File: src/rtl/fpga_asynch_pkg.sv
// rtl/fpga_asynch_pkg.sv - shared state encodings and parameter bounds for the asynch link endpoint
package fpga_asynch_pkg;

  localparam int SYNC_STAGES_MIN = 2;
  localparam int SYNC_STAGES_MAX = 4;
  localparam int SEND_DELAY_MAX  = 15;

  typedef enum logic {
    RX_IDLE = 1'b0,
    RX_ACK  = 1'b1
  } rx_state_e;

  typedef enum logic [1:0] {
    TX_IDLE  = 2'd0,
    TX_SETUP = 2'd1,
    TX_REQ   = 2'd2,
    TX_REL   = 2'd3
  } tx_state_e;

endpackage

File: src/rtl/fpga_asynch_sync.sv
// rtl/fpga_asynch_sync.sv - N-stage async-reset synchroniser for one asynch link input
module fpga_asynch_sync #(
  parameter int STAGES = 2
) (
  input  logic clk,
  input  logic reset_n,
  input  logic d,
  output logic q
);

  logic [STAGES-1:0] sync_q;
  logic [STAGES-1:0] sync_d;

  always_comb begin
    sync_d = {sync_q[STAGES-2:0], d};
  end

  always_ff @(posedge clk or negedge reset_n) begin
    if (!reset_n) begin
      sync_q <= '0;
    end else begin
      sync_q <= sync_d;
    end
  end

  assign q = sync_q[STAGES-1];

endmodule

File: src/rtl/fpga_dut_asynch_endpoint.sv
// rtl/fpga_dut_asynch_endpoint.sv - DUT-side four-phase req/ack endpoint; FPGA_DUT_EP_STATS_EN adds transfer counters
module fpga_dut_asynch_endpoint
  import fpga_asynch_pkg::*;
#(
  parameter int MSG_SZ      = 32,
  parameter int SYNC_STAGES = 2,
  parameter int SEND_DELAY  = 1
) (
  input  logic              clk,
  input  logic              reset_n,
  input  logic              in_req,
  input  logic [MSG_SZ-1:0] in_msg,
  output logic              in_ack,
  output logic              core_in_val,
  output logic [MSG_SZ-1:0] core_in_msg,
  input  logic              core_in_rdy,
  input  logic              core_out_val,
  input  logic [MSG_SZ-1:0] core_out_msg,
  output logic              core_out_rdy,
  output logic              out_req,
  output logic [MSG_SZ-1:0] out_msg,
  input  logic              out_ack
`ifdef FPGA_DUT_EP_STATS_EN
  ,
  output logic [15:0]       stat_in_cnt,
  output logic [15:0]       stat_out_cnt
`endif
);

  if (SYNC_STAGES < SYNC_STAGES_MIN || SYNC_STAGES > SYNC_STAGES_MAX ||
      SEND_DELAY < 0 || SEND_DELAY > SEND_DELAY_MAX) begin : g_bad_param
    $error("fpga_dut_asynch_endpoint: SYNC_STAGES or SEND_DELAY out of range");
  end

  localparam logic [3:0] DLY_LAST = (SEND_DELAY == 0) ? 4'd0 : 4'(SEND_DELAY - 1);

  logic req_s;
  logic ack_s;

  fpga_asynch_sync #(.STAGES(SYNC_STAGES)) u_sync_req (
    .clk(clk), .reset_n(reset_n), .d(in_req), .q(req_s)
  );

  fpga_asynch_sync #(.STAGES(SYNC_STAGES)) u_sync_ack (
    .clk(clk), .reset_n(reset_n), .d(out_ack), .q(ack_s)
  );

  rx_state_e         rx_q, rx_d;
  logic              full_q, full_d;
  logic [MSG_SZ-1:0] buf_q, buf_d;
  tx_state_e         tx_q, tx_d;
  logic [3:0]        cnt_q, cnt_d;
  logic [MSG_SZ-1:0] out_msg_q, out_msg_d;
  logic              alive_q, alive_d;

  // Capture needs an empty buffer, so the dequeue clear never collides with it.
  always_comb begin
    rx_d   = rx_q;
    full_d = full_q;
    buf_d  = buf_q;
    if (full_q && core_in_rdy) begin
      full_d = 1'b0;
    end
    unique case (rx_q)
      RX_IDLE: begin
        if (req_s && !full_q) begin
          buf_d  = in_msg;
          full_d = 1'b1;
          rx_d   = RX_ACK;
        end
      end
      RX_ACK: begin
        if (!req_s) begin
          rx_d = RX_IDLE;
        end
      end
      default: rx_d = RX_IDLE;
    endcase
  end

  // alive_q keeps core_out_rdy low until the first edge after reset release.
  always_comb begin
    tx_d      = tx_q;
    cnt_d     = cnt_q;
    out_msg_d = out_msg_q;
    alive_d   = 1'b1;
    unique case (tx_q)
      TX_IDLE: begin
        if (alive_q && core_out_val) begin
          out_msg_d = core_out_msg;
          cnt_d     = 4'd0;
          tx_d      = (SEND_DELAY == 0) ? TX_REQ : TX_SETUP;
        end
      end
      TX_SETUP: begin
        if (cnt_q == DLY_LAST) begin
          tx_d = TX_REQ;
        end else begin
          cnt_d = cnt_q + 4'd1;
        end
      end
      TX_REQ: begin
        if (ack_s) begin
          tx_d = TX_REL;
        end
      end
      TX_REL: begin
        if (!ack_s) begin
          tx_d = TX_IDLE;
        end
      end
      default: tx_d = TX_IDLE;
    endcase
  end

  always_ff @(posedge clk or negedge reset_n) begin
    if (!reset_n) begin
      rx_q      <= RX_IDLE;
      full_q    <= 1'b0;
      buf_q     <= '0;
      tx_q      <= TX_IDLE;
      cnt_q     <= 4'd0;
      out_msg_q <= '0;
      alive_q   <= 1'b0;
    end else begin
      rx_q      <= rx_d;
      full_q    <= full_d;
      buf_q     <= buf_d;
      tx_q      <= tx_d;
      cnt_q     <= cnt_d;
      out_msg_q <= out_msg_d;
      alive_q   <= alive_d;
    end
  end

  assign in_ack       = (rx_q == RX_ACK);
  assign core_in_val  = full_q;
  assign core_in_msg  = buf_q;
  assign core_out_rdy = alive_q && (tx_q == TX_IDLE);
  assign out_req      = (tx_q == TX_REQ);
  assign out_msg      = out_msg_q;

`ifdef FPGA_DUT_EP_STATS_EN
  logic [15:0] stat_in_q, stat_in_d;
  logic [15:0] stat_out_q, stat_out_d;

  always_comb begin
    stat_in_d  = stat_in_q;
    stat_out_d = stat_out_q;
    if (rx_q == RX_IDLE && rx_d == RX_ACK && stat_in_q != 16'hFFFF) begin
      stat_in_d = stat_in_q + 16'd1;
    end
    if (tx_q == TX_REQ && tx_d == TX_REL && stat_out_q != 16'hFFFF) begin
      stat_out_d = stat_out_q + 16'd1;
    end
  end

  always_ff @(posedge clk or negedge reset_n) begin
    if (!reset_n) begin
      stat_in_q  <= 16'd0;
      stat_out_q <= 16'd0;
    end else begin
      stat_in_q  <= stat_in_d;
      stat_out_q <= stat_out_d;
    end
  end

  assign stat_in_cnt  = stat_in_q;
  assign stat_out_cnt = stat_out_q;
`endif

endmodule
File: config.mk
export PLATFORM = sky130hd
export DESIGN_NAME = fpga_dut_asynch_endpoint
export DESIGN_NICKNAME = d
export VERILOG_FILES = /design/src/rtl/fpga_asynch_pkg.sv /design/src/rtl/fpga_asynch_sync.sv /design/src/rtl/fpga_dut_asynch_endpoint.sv
export SDC_FILE = /design/constraint.sdc
export NUM_CORES = 1
export LEC_CHECK = 0
export CAP_MARGIN = 20
export CORE_ASPECT_RATIO = 0.8
export CORE_UTILIZATION = 55
export DETAILED_ROUTE_END_ITERATION = 10
export DONT_BUFFER_PORTS = 1
export PLACE_DENSITY = 0.7
export REMOVE_ABC_BUFFERS = 1
export SLEW_MARGIN = 10
export SYNTH_ARGS = -nofsm -noshare
export SYNTH_HDL_FRONTEND = slang
export SYNTH_SLANG_ARGS = --single-unit
export TNS_END_PERCENT = 20
File: constraint.sdc
create_clock -name clk -period 5.8 [get_ports clk]
set_clock_uncertainty 0.15 [all_clocks]
set_input_delay 1.16 -clock clk [delete_from_list [all_inputs] [get_ports clk]]
set_output_delay 1.16 -clock clk [all_outputs]
set_load 0.01 [all_outputs]
**After elaboration in Yosys (flattened, before gate mapping)**

Cells that the tools add are included.

- Bitwise gates (word level): 1
- Multiplexer cells: 14
- Reductions and logical operators: 12
- Divide/modulo/power cells: 0
- Add/subtract/negate cells: 1
- Order comparisons: 0
- Eq/ne operators: 8
- Multiply operators: 0
- Shift operators: 0

Operators with widths:

| kind | number |
|---|---|
| two-way mux 2 bit | 4 |
| two-way mux 4 bit | 2 |
| != test 2 bit, second input constant | 4 |
| one-hot mux 2 bit (4 select lines) | 1 |
| one-hot mux 4 bit (2 select lines) | 1 |
| two-way mux 1 bit | 5 |
| adder 4 x 1 -> 4 bit, second input constant | 1 |
| == test 2 bit, second input constant | 2 |
| logical AND 1 bit | 4 |
| zero test 4 bit | 1 |
| AND reduction 2 bit | 2 |
| AND reduction 4 bit | 1 |
| AND reduction 3 bit | 1 |
| == test 2 x 1 -> 1 bit, second input constant | 1 |
| zero test 2 bit | 1 |
| != test 2 x 1 -> 1 bit, second input constant | 1 |
| one-hot mux 1 bit (2 select lines) | 1 |
| nonzero test 2 bit | 1 |
| zero test 1 bit | 1 |
| NOT 1 bit | 1 |

- Bits in read-only memories: 0
- Input bits: 70
- Bits in latches: 0
- Bits in registers: 77
- Word-level logic and storage cells: 45
- Memories: 0
- Memory bits (writable): 0
- Output and inout port bits: 68

**Logic depth before layout (Yosys ltp)**

- Word-level depth: 4
- Mapped depth: 5
- Depth with buffers taken out: 5

**Cells and area by module**

From an unflattened synthesis, not the netlist that was laid out.

- Cell total of the unflattened synthesis: 189
- Area, all modules: 3012.9 um2

By module, submodules not included:

| module | area an instance (um2) | instances | cells an instance | seq. area each (um2) |
|---|---|---|---|---|
| fpga_dut_asynch_endpoint | 2912.8 | 1 | 185 | 1826.8 |
| fpga_asynch_sync | 50.0 | 2 | 2 | 50.0 |

**Worst setup path after synthesis**

No wires, ideal clock.

- Path kind: input to register
- Start point: input port core_out_val
- End point: register out_msg_q[10] (netlist: out_msg[10])
- Slack: 3.585 ns
- Path buffers: 1
- Arrival: 1.940 ns
- Setup time: 0.125 ns
- Stages on the path: 3
- Data required time: 5.525 ns
- Cell sequence: nand3_1 buf_2 mux2_2

- Word-level cells in the longest chain between the ends: 2

Ends and longest elaborated chain:

| what | line | text |
|---|---|---|
| from (decl) | fpga_dut_asynch_endpoint.sv:17 | `input logic core_out_val,` |
| logical AND 1 bit | fpga_dut_asynch_endpoint.sv:89 | `if (alive_q && core_out_val) begin` |
| AND reduction 2 bit (no source line) | - |  |
| to (signal assigned) | fpga_dut_asynch_endpoint.sv:131 | `out_msg_q <= out_msg_d;` |
| to (decl) | fpga_dut_asynch_endpoint.sv:53 | `logic [MSG_SZ-1:0] out_msg_q, out_msg_d;` |

No other way between the ends.
A chain may end at the register's enable or synchronous reset.

**Worst setup path after layout**

- Start point: register tx_q[0]
- End point: output port core_out_rdy

- Word-level cells in the longest chain between the ends: 2

Ends and longest elaborated chain:

| what | line | text |
|---|---|---|
| from (decl) | fpga_dut_asynch_endpoint.sv:51 | `tx_state_e tx_q, tx_d;` |
| from (signal assigned) | fpga_dut_asynch_endpoint.sv:129 | `tx_q <= tx_d;` |
| zero test 2 bit | fpga_dut_asynch_endpoint.sv:139 | `assign core_out_rdy = alive_q && (tx_q == TX_IDLE);` |
| logical AND 1 bit | fpga_dut_asynch_endpoint.sv:139 |  |
| to (decl) | fpga_dut_asynch_endpoint.sv:19 | `output logic core_out_rdy,` |

No other way between the ends.

==> impl_metrics.csv <==
group,metric,value,unit
run_status,status,"finished, violations left",
run_status,violations,"DRC",
worst_setup_path,start_kind,"flip-flop",
worst_setup_path,rr_startpoint,"cnt_q[0]$_DFFE_PN0P_",
global_route,grt_pass1_wl,7850,um
global_route,antenna_found_initial,0,
timing,period_share,0.452,
die,coreArea,5150,um2
die,dieArea,5780,um2
drt,via_per_inst,6.00,
drt,wl_per_cell,20.8,um
die,io_pins,138,
cells_and_area,final_nets,273,
timing,fin_tns_setup,0,ps
cells_and_area,layout_commonest_cell,"dfrtp_1",
clock_network,clockBufferDepth,2,
logic_synthesis,synth.distinct_cells,24,
flow_run,drv_cap,0,
pwr,p_sw_frac,0.315,
drt,drtIter0Drc,60,
drt,route.detailed.drc,5,
cells_and_area,drive_above_1_share,0.413,
timing,hold_viol,0,
die,rows,23,
clock_network,clk_latency,330,ps
logic_synthesis,syn_avg_cell_area,15.9,um2
placed_design,gp_congestion,0.779,
clock_network,cts-root-buf,"clkbuf_8",
cells_and_area,syn_to_final_growth,9.43,%
worst_setup_path,path_max_fanout,4,
placed_design,dpl.hpwl,3920,um
pwr,vdd_drop_max,0.000266,V
pwr,power_frac_comb,0.186,
timing,fmax,382,MHz
timing,fin_hold_ws,211,ps
timing,fin_ws,3180,ps
pwr,p_leak,1.46,nW
clock_network,ctsHtreeMaxLevel,3,
global_route,overflow,0,
global_route,grt_pass1_vias,1616,
drt,drt_wl_total,5480,um
pwr,pwr-share-seq,0.563,
global_route,grt_max_degree,78,
worst_setup_path,critPathKind,"flip-flop to output pin",
clock_network,cts-buffers-inserted,9,
logic_synthesis,ys_seq_elements,77,
drt,postRouteAntennaNets,0,
placed_design,io_buffers,0,
logic_synthesis,yosysWarnings,0,
clock_network,cts_num_sinks,77,
cells_and_area,diodes,0,
pwr,p_sw,0.536,mW
worst_setup_path,cp.required,4490,ps
drt,firstDrtPassIters,7,
timing,rsz0062_at_grt,"false",
logic_synthesis,syn_inst,189,
clock_network,postCtsSetupRepairBufs,0,
timing,period_needed,2620,ps
die,die_h,68.2,um
timing,final_max_slew_viol_count,0,
clock_network,path_clk_slew,70,ps
worst_setup_path,cp-startpoint,"tx_q[0]$_DFFE_PN0P_",
global_route,grt.total_usage,0.192,
die,die_x,84.8,um
cells_and_area,final_util,0.640,
pwr,intPower,1.16,mW
pwr,total_power,1.70,mW
placed_design,pre_cts_slack,3500,ps
die,start_util,0.585,
logic_synthesis,yosysSeqAreaShare,0.640,
worst_setup_path,crit_arrival,1310,ps
drt,dr_total_vias,1579,
timing,setup_violations,0,
worst_hold_path,holdCritPathClass,"flip-flop to flip-flop",
clock_network,ctsHoldBuffers,0,
pwr,power_density,516,nW/um2
cells_and_area,final_cell_mix,"dfrtp_1 (77), mux2_2 (63), clkbuf_8 (9)",
worst_hold_path,worstHoldStart,"u_sync_ack.sync_q[0]$_DFF_PN0_",
worst_setup_path,crit_path_end_kind,"output pin",
pwr,p_clk_frac,0.251,
clock_network,ctsResizeCount,0,
logic_synthesis,synthesis.area,3010,um2
clock_network,cts_tree,"done",
-- path summary, 6_finish.rpt --
kind | cells after the start | endpoint | slack [ps]
min in group asynchronous | 0 | core_in_msg[2]$_DFFE_PN0P_ | 360
hold reg to reg | 0 | u_sync_ack.sync_q[1]$_DFF_PN0_ | 210
setup / recovery | 3 | core_out_rdy | 3180
max in group asynchronous | 0 | out_msg[19]$_DFFE_PN0P_ | 5040
hold / removal | 0 | u_sync_ack.sync_q[1]$_DFF_PN0_ | 210
setup reg to reg | 5 | tx_q[1]$_DFFE_PN0P_ | 3750
-- cell families after synthesis --
kind of cell,synth area share
other cells,0.00124
mux,0.250
compound gates,0.0324
flops,0.640
simple gates,0.0303
fa+ha+maj,0.0291
buf+inv,0.0174
-- state kept, by name (all words and copies together), names as in the netlist --
signal             cells
alive_q                1
cnt_q                  4
core_in_msg           32
core_in_val            1
in_ack                 1
out_msg               32
tx_q                   2
u_sync_ack.sync_q      2
u_sync_req.sync_q      2
-- worst max-delay path: stages, from the launching register on --
cell and delay, ps:
dfrtp_1 410, inv_1 150, ha_1 230, and2_1 200
-- stage by stage --
step	cells	instance area [um2]
after global placement	247	3080
after global routing	263	3300
final	263	3300
after detailed placement	247	3080
after floorplan	183	2980
after CTS	263	3300
-- synth_stat cells, drive strengths merged --
cell	number	area share
nand2b	2	0.0042
nor3b	2	0.0066
mux2i	1	0.0033
a32o	2	0.0066
ha	7	0.029
or2b	1	0.0025
nor2b	2	0.0042
inv	6	0.0075
nand3	2	0.0033
conb	1	0.0012
a211oi	1	0.0042
a21boi	2	0.0050
mux2	66	0.25
buf	6	0.010
nor2	3	0.0037
a21o	1	0.0025
a22o	4	0.012
and2	1	0.0021
dfrtp	77	0.64
or3b	1	0.0037
o31ai	1	0.0025
-- area by class of cell --
cell class	count	area [um2]
Sequential cell	77	1930
Fill cell	353	1850
Multi-Input combinational cell	100	1040
Clock buffer	10	128
Clock inverter	6	87.6
Tap cell	62	77.6
Inverter	6	22.5
Timing Repair Buffer	2	15.0
-- power groups by stage --
stage	clock, mW	combinational (mW)	sequential [mW]
6_report	0.427	0.317	0.957
5_1_grt	0.459	0.347	0.979
4_1_cts	0.440	0.320	0.961
3_5_place_dp	0	0.319	0.968
3_3_place_gp	0	0.291	0.962
2_1_floorplan	0	0.272	0.917
-- routing by layer --
metal	track usage	vias to the layer above	part of all wire
li1	-	674	-
met3	0.103	2	0.091
met2	0.330	84	0.52
met5	0	-	0
met4	0.0636	0	0.0040
met1	0.209	819	0.38
Note: power is estimated with default switching activity, not from simulation.
